### src/rtl/multi_add_ctrl_if.sv
// rtl/multi_add_ctrl_if.sv - command/result bundle for the byte-serial multi-byte adder
interface multi_add_ctrl_if #(
  parameter int NBYTES = 4
);
  logic                  start;
  logic                  sub;
  logic                  cin;
  logic                  abort;
  logic [8*NBYTES-1:0]   x;
  logic [8*NBYTES-1:0]   y;
  logic                  busy;
  logic                  done;
  logic [8*NBYTES-1:0]   s;
  logic                  cout;
  logic                  ovf;

  modport master (
    output start, sub, cin, abort, x, y,
    input  busy, done, s, cout, ovf
  );

  modport slave (
    input  start, sub, cin, abort, x, y,
    output busy, done, s, cout, ovf
  );
endinterface

### src/rtl/multi_add_ctrl.sv
// rtl/multi_add_ctrl.sv - byte-serial add/subtract controller around one 8-bit ripple-carry adder
module RCA8bit (
  input  logic [7:0] i_a,
  input  logic [7:0] i_b,
  input  logic       i_cin,
  output logic [7:0] o_sum,
  output logic       o_cout
);
  logic w_c;

  always_comb begin
    w_c   = i_cin;
    o_sum = '0;
    for (int i = 0; i < 8; i++) begin
      o_sum[i] = i_a[i] ^ i_b[i] ^ w_c;
      w_c      = (i_a[i] & i_b[i]) | (w_c & (i_a[i] ^ i_b[i]));
    end
    o_cout = w_c;
  end
endmodule

module multi_add_ctrl #(
  parameter int NBYTES = 4
) (
  input  logic            clk,
  input  logic            rst_n,
  multi_add_ctrl_if.slave bus
);
  localparam int W  = 8 * NBYTES;
  localparam int IW = $clog2(NBYTES);

  typedef enum logic [1:0] {
    ST_IDLE,
    ST_ADD,
    ST_DONE
  } state_t;

  state_t         r_state;
  state_t         w_next;
  logic [IW-1:0]  r_idx;
  logic           r_carry;
  logic [W-1:0]   r_x;
  logic [W-1:0]   r_y;
  logic           r_sub;
  logic [W-1:0]   r_s;
  logic           r_cout;
  logic           r_ovf;
  logic           r_done;

  logic [7:0]     w_a;
  logic [7:0]     w_b;
  logic [7:0]     w_sum;
  logic           w_cout;
  logic           w_last;
  logic           w_ybm;

  assign w_a    = r_x[{r_idx, 3'b000} +: 8];
  assign w_b    = r_sub ? ~r_y[{r_idx, 3'b000} +: 8] : r_y[{r_idx, 3'b000} +: 8];
  assign w_last = (r_idx == IW'(NBYTES - 1));
  // Sign bit of the operand actually fed to the adder (inverted for subtract).
  assign w_ybm  = r_sub ? ~r_y[W-1] : r_y[W-1];

  RCA8bit u_rca (
    .i_a    (w_a),
    .i_b    (w_b),
    .i_cin  (r_carry),
    .o_sum  (w_sum),
    .o_cout (w_cout)
  );

  always_ff @(posedge clk or negedge rst_n) begin
    if (!rst_n) r_state <= ST_IDLE;
    else        r_state <= w_next;
  end

  always_comb begin
    w_next = r_state;
    case (r_state)
      ST_IDLE: if (bus.start) w_next = ST_ADD;
      ST_ADD: begin
        if (bus.abort)   w_next = ST_IDLE;
        else if (w_last) w_next = ST_DONE;
      end
      ST_DONE: w_next = ST_IDLE;
      default: w_next = ST_IDLE;
    endcase
  end

  always_ff @(posedge clk or negedge rst_n) begin
    if (!rst_n) begin
      r_idx   <= '0;
      r_carry <= 1'b0;
      r_x     <= '0;
      r_y     <= '0;
      r_sub   <= 1'b0;
      r_s     <= '0;
      r_cout  <= 1'b0;
      r_ovf   <= 1'b0;
      r_done  <= 1'b0;
    end else begin
      r_done <= 1'b0;
      case (r_state)
        ST_IDLE: begin
          if (bus.start) begin
            r_x     <= bus.x;
            r_y     <= bus.y;
            r_sub   <= bus.sub;
            r_idx   <= '0;
            r_carry <= bus.sub ? 1'b1 : bus.cin;
          end
        end
        ST_ADD: begin
          if (!bus.abort) begin
            r_s[{r_idx, 3'b000} +: 8] <= w_sum;
            r_carry                   <= w_cout;
            if (!w_last) r_idx <= r_idx + IW'(1);
          end
        end
        ST_DONE: begin
          // Flags are published together with the done pulse so an abort never disturbs them.
          r_done <= 1'b1;
          r_cout <= r_carry;
          r_ovf  <= (r_x[W-1] == w_ybm) && (r_s[W-1] != r_x[W-1]);
        end
        default: ;
      endcase
    end
  end

  assign bus.busy = (r_state == ST_ADD);
  assign bus.done = r_done;
  assign bus.s    = r_s;
  assign bus.cout = r_cout;
  assign bus.ovf  = r_ovf;
endmodule

### src/flat_wrapper.sv
// flat-port wrapper written by rule: the top's interface ports become plain ports
module multi_add_ctrl_flat 
#(
  parameter int NBYTES = 4
)
  (clk, rst_n, bus_start, bus_sub, bus_cin, bus_abort, bus_x, bus_y, bus_busy, bus_done, bus_s, bus_cout, bus_ovf);
  multi_add_ctrl_if #(.NBYTES(NBYTES)) bus_i ();
  input  logic clk;
  input  logic rst_n;
  input wire logic [$bits(bus_i.start)-1:0] bus_start;
  input wire logic [$bits(bus_i.sub)-1:0] bus_sub;
  input wire logic [$bits(bus_i.cin)-1:0] bus_cin;
  input wire logic [$bits(bus_i.abort)-1:0] bus_abort;
  input wire logic [$bits(bus_i.x)-1:0] bus_x;
  input wire logic [$bits(bus_i.y)-1:0] bus_y;
  output wire logic [$bits(bus_i.busy)-1:0] bus_busy;
  output wire logic [$bits(bus_i.done)-1:0] bus_done;
  output wire logic [$bits(bus_i.s)-1:0] bus_s;
  output wire logic [$bits(bus_i.cout)-1:0] bus_cout;
  output wire logic [$bits(bus_i.ovf)-1:0] bus_ovf;
  assign bus_i.start = bus_start;
  assign bus_i.sub = bus_sub;
  assign bus_i.cin = bus_cin;
  assign bus_i.abort = bus_abort;
  assign bus_i.x = bus_x;
  assign bus_i.y = bus_y;
  assign bus_busy = bus_i.busy;
  assign bus_done = bus_i.done;
  assign bus_s = bus_i.s;
  assign bus_cout = bus_i.cout;
  assign bus_ovf = bus_i.ovf;
  multi_add_ctrl #(.NBYTES(NBYTES)) u_core (.clk(clk), .rst_n(rst_n), .bus(bus_i));
endmodule
### config.mk
export PLATFORM = sky130hd
export DESIGN_NAME = multi_add_ctrl_flat
export DESIGN_NICKNAME = d
export VERILOG_FILES = /design/src/rtl/multi_add_ctrl_if.sv /design/src/rtl/multi_add_ctrl.sv /design/src/flat_wrapper.sv
export SDC_FILE = /design/constraint.sdc
export NUM_CORES = 1
export LEC_CHECK = 0
export BUFFER_PORTS_ARGS = -buffer_cell sky130_fd_sc_hd__buf_2
export CORE_UTILIZATION = 55
export CTS_CLUSTER_SIZE = 16
export DETAILED_ROUTE_END_ITERATION = 8
export MAX_ROUTING_LAYER = met4
export PLACE_DENSITY = 0.82
export SLEW_MARGIN = 20
export SYNTH_ARGS = -nofsm -noshare
export SYNTH_HDL_FRONTEND = slang
export SYNTH_SLANG_ARGS = --single-unit
### constraint.sdc
create_clock -name clk -period 9.5 [get_ports clk]
set_input_delay 0.95 -clock clk [delete_from_list [all_inputs] [get_ports clk]]
set_output_delay 0.95 -clock clk [all_outputs]
set_load 0.01 [all_outputs]
After elaboration in Yosys (flattened, before gate mapping) --
Index checks and enable logic that the tools add are counted. Widths: inputs -> output; s select.
Storage, ports and cells: register bits 105, output and inout port bits 36, logic and storage cells 92
Operators by class: add/sub/neg operators 2, equality and inequality tests 9, shifts and indexed selects 4, multiplexer cells 16, bitwise logic cells 43, reduce and logical (&&, ||, !) cells 8
Operators with widths (count):
- $shiftx 32x6->8 | 2
- $bwmux 32 | 1
- $shift 8x7->32 const A | 1
- $shiftx 8x7->32 | 1
- $and 1x1->1 | 16
- $xor 1x1->1 | 16
- $mux 2 | 6
- $mux 8 | 1
- $not 8->8 | 1
- $or 1x1->1 | 8
- $pmux 2 s2 | 2
- $neg 5->7 | 1
- $ne 2x2->1 const B | 3
- $reduce_and 2->1 | 3
- $mux 1 | 5
- $eq 2x2->1 const B | 2
- $reduce_and 4->1 | 1
- $ne 3x2->1 const B | 1
- $reduce_and 3->1 | 1
- $add 2x1->2 const B | 1
- $eq 2x1->1 const B | 1
- $logic_not 2->1 | 1
- $not 1->1 | 2
- $pmux 1 s2 | 1
- other kinds (4) | 4

Longest topological paths before layout --
depth after elaboration 22, depth in mapped cells 13

Cells and area by module --
A second synthesis with hierarchy kept.
Unflattened totals: cell total of the unflattened synthesis 319, area, all modules 4742.0 um^2
Modules (own cells, without submodules):
- multi_add_ctrl | times used 1, cells each 301, area an instance 4544.4 um^2, seq. area each 2627.5 um^2
- RCA8bit | times used 1, cells each 18, area an instance 197.7 um^2, seq. area each 0.0 um^2

Worst setup path after synthesis --
Ideal clock, no wire load.
path kind reg-to-reg, start register u_core.r_idx[0], end register u_core.r_s[15], in the netlist u_core.bus.s[15], library setup time 0.096 ns, arrival time 4.646 ns, slack 4.757 ns, stages on the path, launching flop included 13, path buffers 1, clock period less this slack 4.743 ns, path through dfrtp_1 > buf_4 > mux4_2 > xnor2_1 > fa_1 > fa_1 > fa_1 > fa_1 > fa_1 > fa_1 > fa_1 > fa_1 > o31ai_1
On the way: word-level cells in the longest chain between the ends 21, elaborated cells between the ends (all ways) 45
Ends and longest elaborated chain:
- start: declaration | RTL line multi_add_ctrl.sv:40 | logic [IW-1:0] r_idx;
- start signal: assignment | RTL line multi_add_ctrl.sv:116 | if (!w_last) r_idx <= r_idx + IW'(1);
- $shiftx 32x6->8 | RTL line multi_add_ctrl.sv:58 | assign w_b = r_sub ? ~r_y[{r_idx, 3'b000} +: 8] : r_y[{r_idx, 3'b000} +: 8];
- $not 8->8 | RTL line multi_add_ctrl.sv:58
- $mux 8 | RTL line multi_add_ctrl.sv:58
- $xor 1x1->1 | RTL line multi_add_ctrl.sv:15, multi_add_ctrl.sv:16
- $and 1x1->1 | RTL line multi_add_ctrl.sv:16 | w_c = (i_a[i] & i_b[i]) | (w_c & (i_a[i] ^ i_b[i]));
- $or 1x1->1 | RTL line multi_add_ctrl.sv:16
- $and 1x1->1 | RTL line multi_add_ctrl.sv:16
- $or 1x1->1 | RTL line multi_add_ctrl.sv:16
- [5 not listed]
- $or 1x1->1 | RTL line multi_add_ctrl.sv:16
- $and 1x1->1 | RTL line multi_add_ctrl.sv:16
- $or 1x1->1 | RTL line multi_add_ctrl.sv:16
- $and 1x1->1 | RTL line multi_add_ctrl.sv:16
- $or 1x1->1 | RTL line multi_add_ctrl.sv:16
- $xor 1x1->1 | RTL line multi_add_ctrl.sv:15 | o_sum[i] = i_a[i] ^ i_b[i] ^ w_c;
- $shiftx 8x7->32 | RTL line multi_add_ctrl.sv:114 | r_s[{r_idx, 3'b000} +: 8] <= w_sum;
- $bwmux 32 (*) | RTL line multi_add_ctrl.sv:114
- end signal: indexed assignment | RTL line multi_add_ctrl.sv:114
- end: declaration | RTL line multi_add_ctrl.sv:45 | logic [W-1:0] r_s;
Mark *: on every way between the ends. The rest lies on a longest branch, timed or not. A chain may end at the register's enable or synchronous reset.

Worst setup path in the final report --
Ends and elaborated chain as after synthesis.

==> flow_summary.yaml <==
cts:
  numCtsBuffers: 9
  cts.htree.levels: 3
  insertion_delay_ns: 0.37
  cts_root_buf: "clkbuf_8"
  cts_resized: 0
  cts_tree: "built"
  cts.clk_slew.worst_paths_ns: 0.10
  cts_setup_buffers: 0
  ctsHoldBuffers: 0
  cts_buffer_depth: 2
  clock_sinks: 105
run:
  maxCapViolations: 0
routing:
  postRouteAntennaNets: 0
  routedWlPerCell_um: 17.50
  drc: 0
  vias: 3000
  drtIter0Drc: 151
  vias_per_cell: 5.525
  drtPass1Iterations: 4
  totalWireLength_um: 9503
timing:
  finalMaxSlewViolations: 0
  fin_crit_sh_pct: 49.80
  grt_setup_unrepaired: "false"
  fin_tns_setup_ns: 0
  fmax_ghz: 0.2114
  skew_ns: 0.01386
  layout_min_cycle_time_ns: 4.731
  relSlewSlack_pct: 42.66
  setup_viol: 0
  worst_pin_slew_ns: 0.8601
  hold_viol_final: 0
floorplan:
  start_util_pct: 57.59
  die_w_um: 95.22
  die_h_um: 95.22
  dieArea_um2: 9067
  row_count: 33
  coreArea_um2: 8299
  pin_count: 106
critical_path:
  required_ns: 9.77
  worstPathArrival_ns: 5.00
  r2r_cells: 11
  critical_path_class: "register to register"
  critPathLaunchType: "register"
  rr_startpoint: "u_core.r_idx[0]"
  crit_path_end_kind: "register"
  path_max_fanout: 22
  worst_r2r_endpoint: "u_core.bus.s[15]"
  r2r_setup_slack_ns: 4.77
final_layout:
  fin_nets: 517
  area_delta_synth_final_pct: 15.81
  final_cell_mix: "dfrtp_1 (105), buf_2 (104), mux2_2 (48)"
  final_common_cell: "dfrtp_1"
  layout-drive-gt1-share_pct: 43.61
  diodes: 0
pwr:
  p_leak_nw: 2.553
  max-vdd-ir-drop_uv: 284.5
  cellPowerDensity_nw_per_um2: 356.7
  power_w: 0.001974
global_route:
  grt_use_met3_pct: 5.981
  grt_pass1_wl_um: 15650
  grt_pass1_vias: 3139
  grt-ovfl-total: 0
  busiest_layer: "met2"
  antenna_found_initial: 0
  globalRouteMet2Util_pct: 38.15
  grtUsageTotal_pct: 24.31
  grt_max_degree: 71
  met1_usage_pct: 31.26
synth:
  synth_warnings: 0
  synth_seq_area_share_pct: 54.97
  synthFlopType: "dfrtp_1"
  syn_inst: 335
  synth-seq-cells: 105
  syn_area_um2: 4780
  synth_edf_count: 0
  postSynth.asyncResetShare_pct: 100.0
  synth_cell_types: 29
  synth_nets: 419
  avgSynthCellArea_um2: 14.27
min_path:
  hold_path.startpoint: "u_core.bus.s[11]"
  hold_class: "register to register"
  whs_path_depth: 2
  hold_path_end: "u_core.bus.s[11]"
placement:
  dpl.hpwl_um: 6905
  port_buffers: 105
  routabilityCongestion: 0.7790
outcome:
  status: "complete, no violations"
[layout make-up]
cell class                 count  area (um2)
inverter                      14       52.55
timing repair buffer         109       558.0
fill                         625        2764
clock buffer                  11       141.4
sequential                   105        2628
tap                          105       131.4
multi-input combinational    194        1978
clock inverter                 5       46.29
[logic make-up after synthesis]
kind of cell / after synthesis / share of synthesized area, %
fa+ha+maj: 14 / 4.921
buf+inv: 36 / 3.770
mux: 82 / 23.09
xor+xnor: 9 / 1.649
flops: 105 / 54.97
simple gates: 52 / 5.812
compound gates: 37 / 5.785
[state kept, by name, summed over array words and instances, names as in the netlist]
signal / cells
u_core.r_y: 32
u_core.r_x: 32
u_core.bus.cout: 1
u_core.r_state: 2
u_core.bus.ovf: 1
u_core.bus.done: 1
u_core.r_idx: 2
u_core.r_carry: 1
u_core.r_sub: 1
u_core.bus.s: 32
[where the power goes]
group          switching [W]  internal [W]  leakage, nW
sequential         0.0000986      0.000607         1.30
clock               0.000154      0.000107       0.0964
combinational       0.000558      0.000449         1.15
[per-layer routing]
layer	up-vias	routed length [um]
li1	1403	-
met1	1474	4164
met2	109	4621
met3	14	525
met4	0	191
met5	-	0
[how the worst max path moves through the flow]
| stage | slack (ns) | startpoint | cells after the start | to |
|---|---|---|---|---|
| 6_report | 4.77 | u_core.r_idx[0] | 11 | u_core.bus.s[15] |
| 4_1_cts | 4.76 | u_core.r_idx[0] | 11 | u_core.bus.s[7] |
| 2_1_floorplan | 4.76 | u_core.r_idx[0] | 12 | u_core.bus.s[15] |
| 5_1_grt | 4.43 | u_core.r_idx[0] | 12 | u_core.bus.s[15] |
| 3_3_place_gp | 4.81 | u_core.r_idx[0] | 11 | u_core.bus.s[31] |
| 3_5_place_dp | 4.76 | u_core.r_idx[0] | 11 | u_core.bus.s[7] |
[synth_stat cells (2+ instances only)]
library cell	instances	area, um2
dfrtp_1	105	2628
mux2_2	48	540.5
nand2_1	34	127.6
o31ai_1	32	240.2
mux2_1	18	202.7
mux4_2	16	360.4
inv_1	14	52.55
buf_2	12	60.06
xnor2_1	9	78.83
fa_1	8	160.2
ha_1	6	75.07
clkbuf_1	5	18.77
nand4bb_1	4	45.04
buf_6	3	33.78
nand3b_1	3	22.52
nor2_1	3	11.26
buf_4	2	15.01
o21ai_0	2	10.01
[metrics by stage]
stage	utilization, %	instance area [um2]	std cells	hold WS (ns)	setup WS [ns]
CTS	66.70	5535	543	0.4849	4.756
detailed placement	64.44	5348	527	0.4613	4.764
floorplan	-	4780	335	0.4524	4.757
finish	66.70	5535	543	0.4843	4.769
global route	66.70	5535	543	0.5124	4.434
global placement	64.44	5348	527	0.4543	4.814
[critical path, stage by stage, from the launching register on]
cell	delay, ns
dfrtp_1	0.38
buf_4	0.36
mux4_2	0.56
xnor2_1	0.16
fa_1	0.43
fa_1	0.39
fa_1	0.39
fa_1	0.39
fa_1	0.42
fa_1	0.40
fa_1	0.50
o31ai_1	0.25
Note: power is estimated with default switching activity, not from simulation.
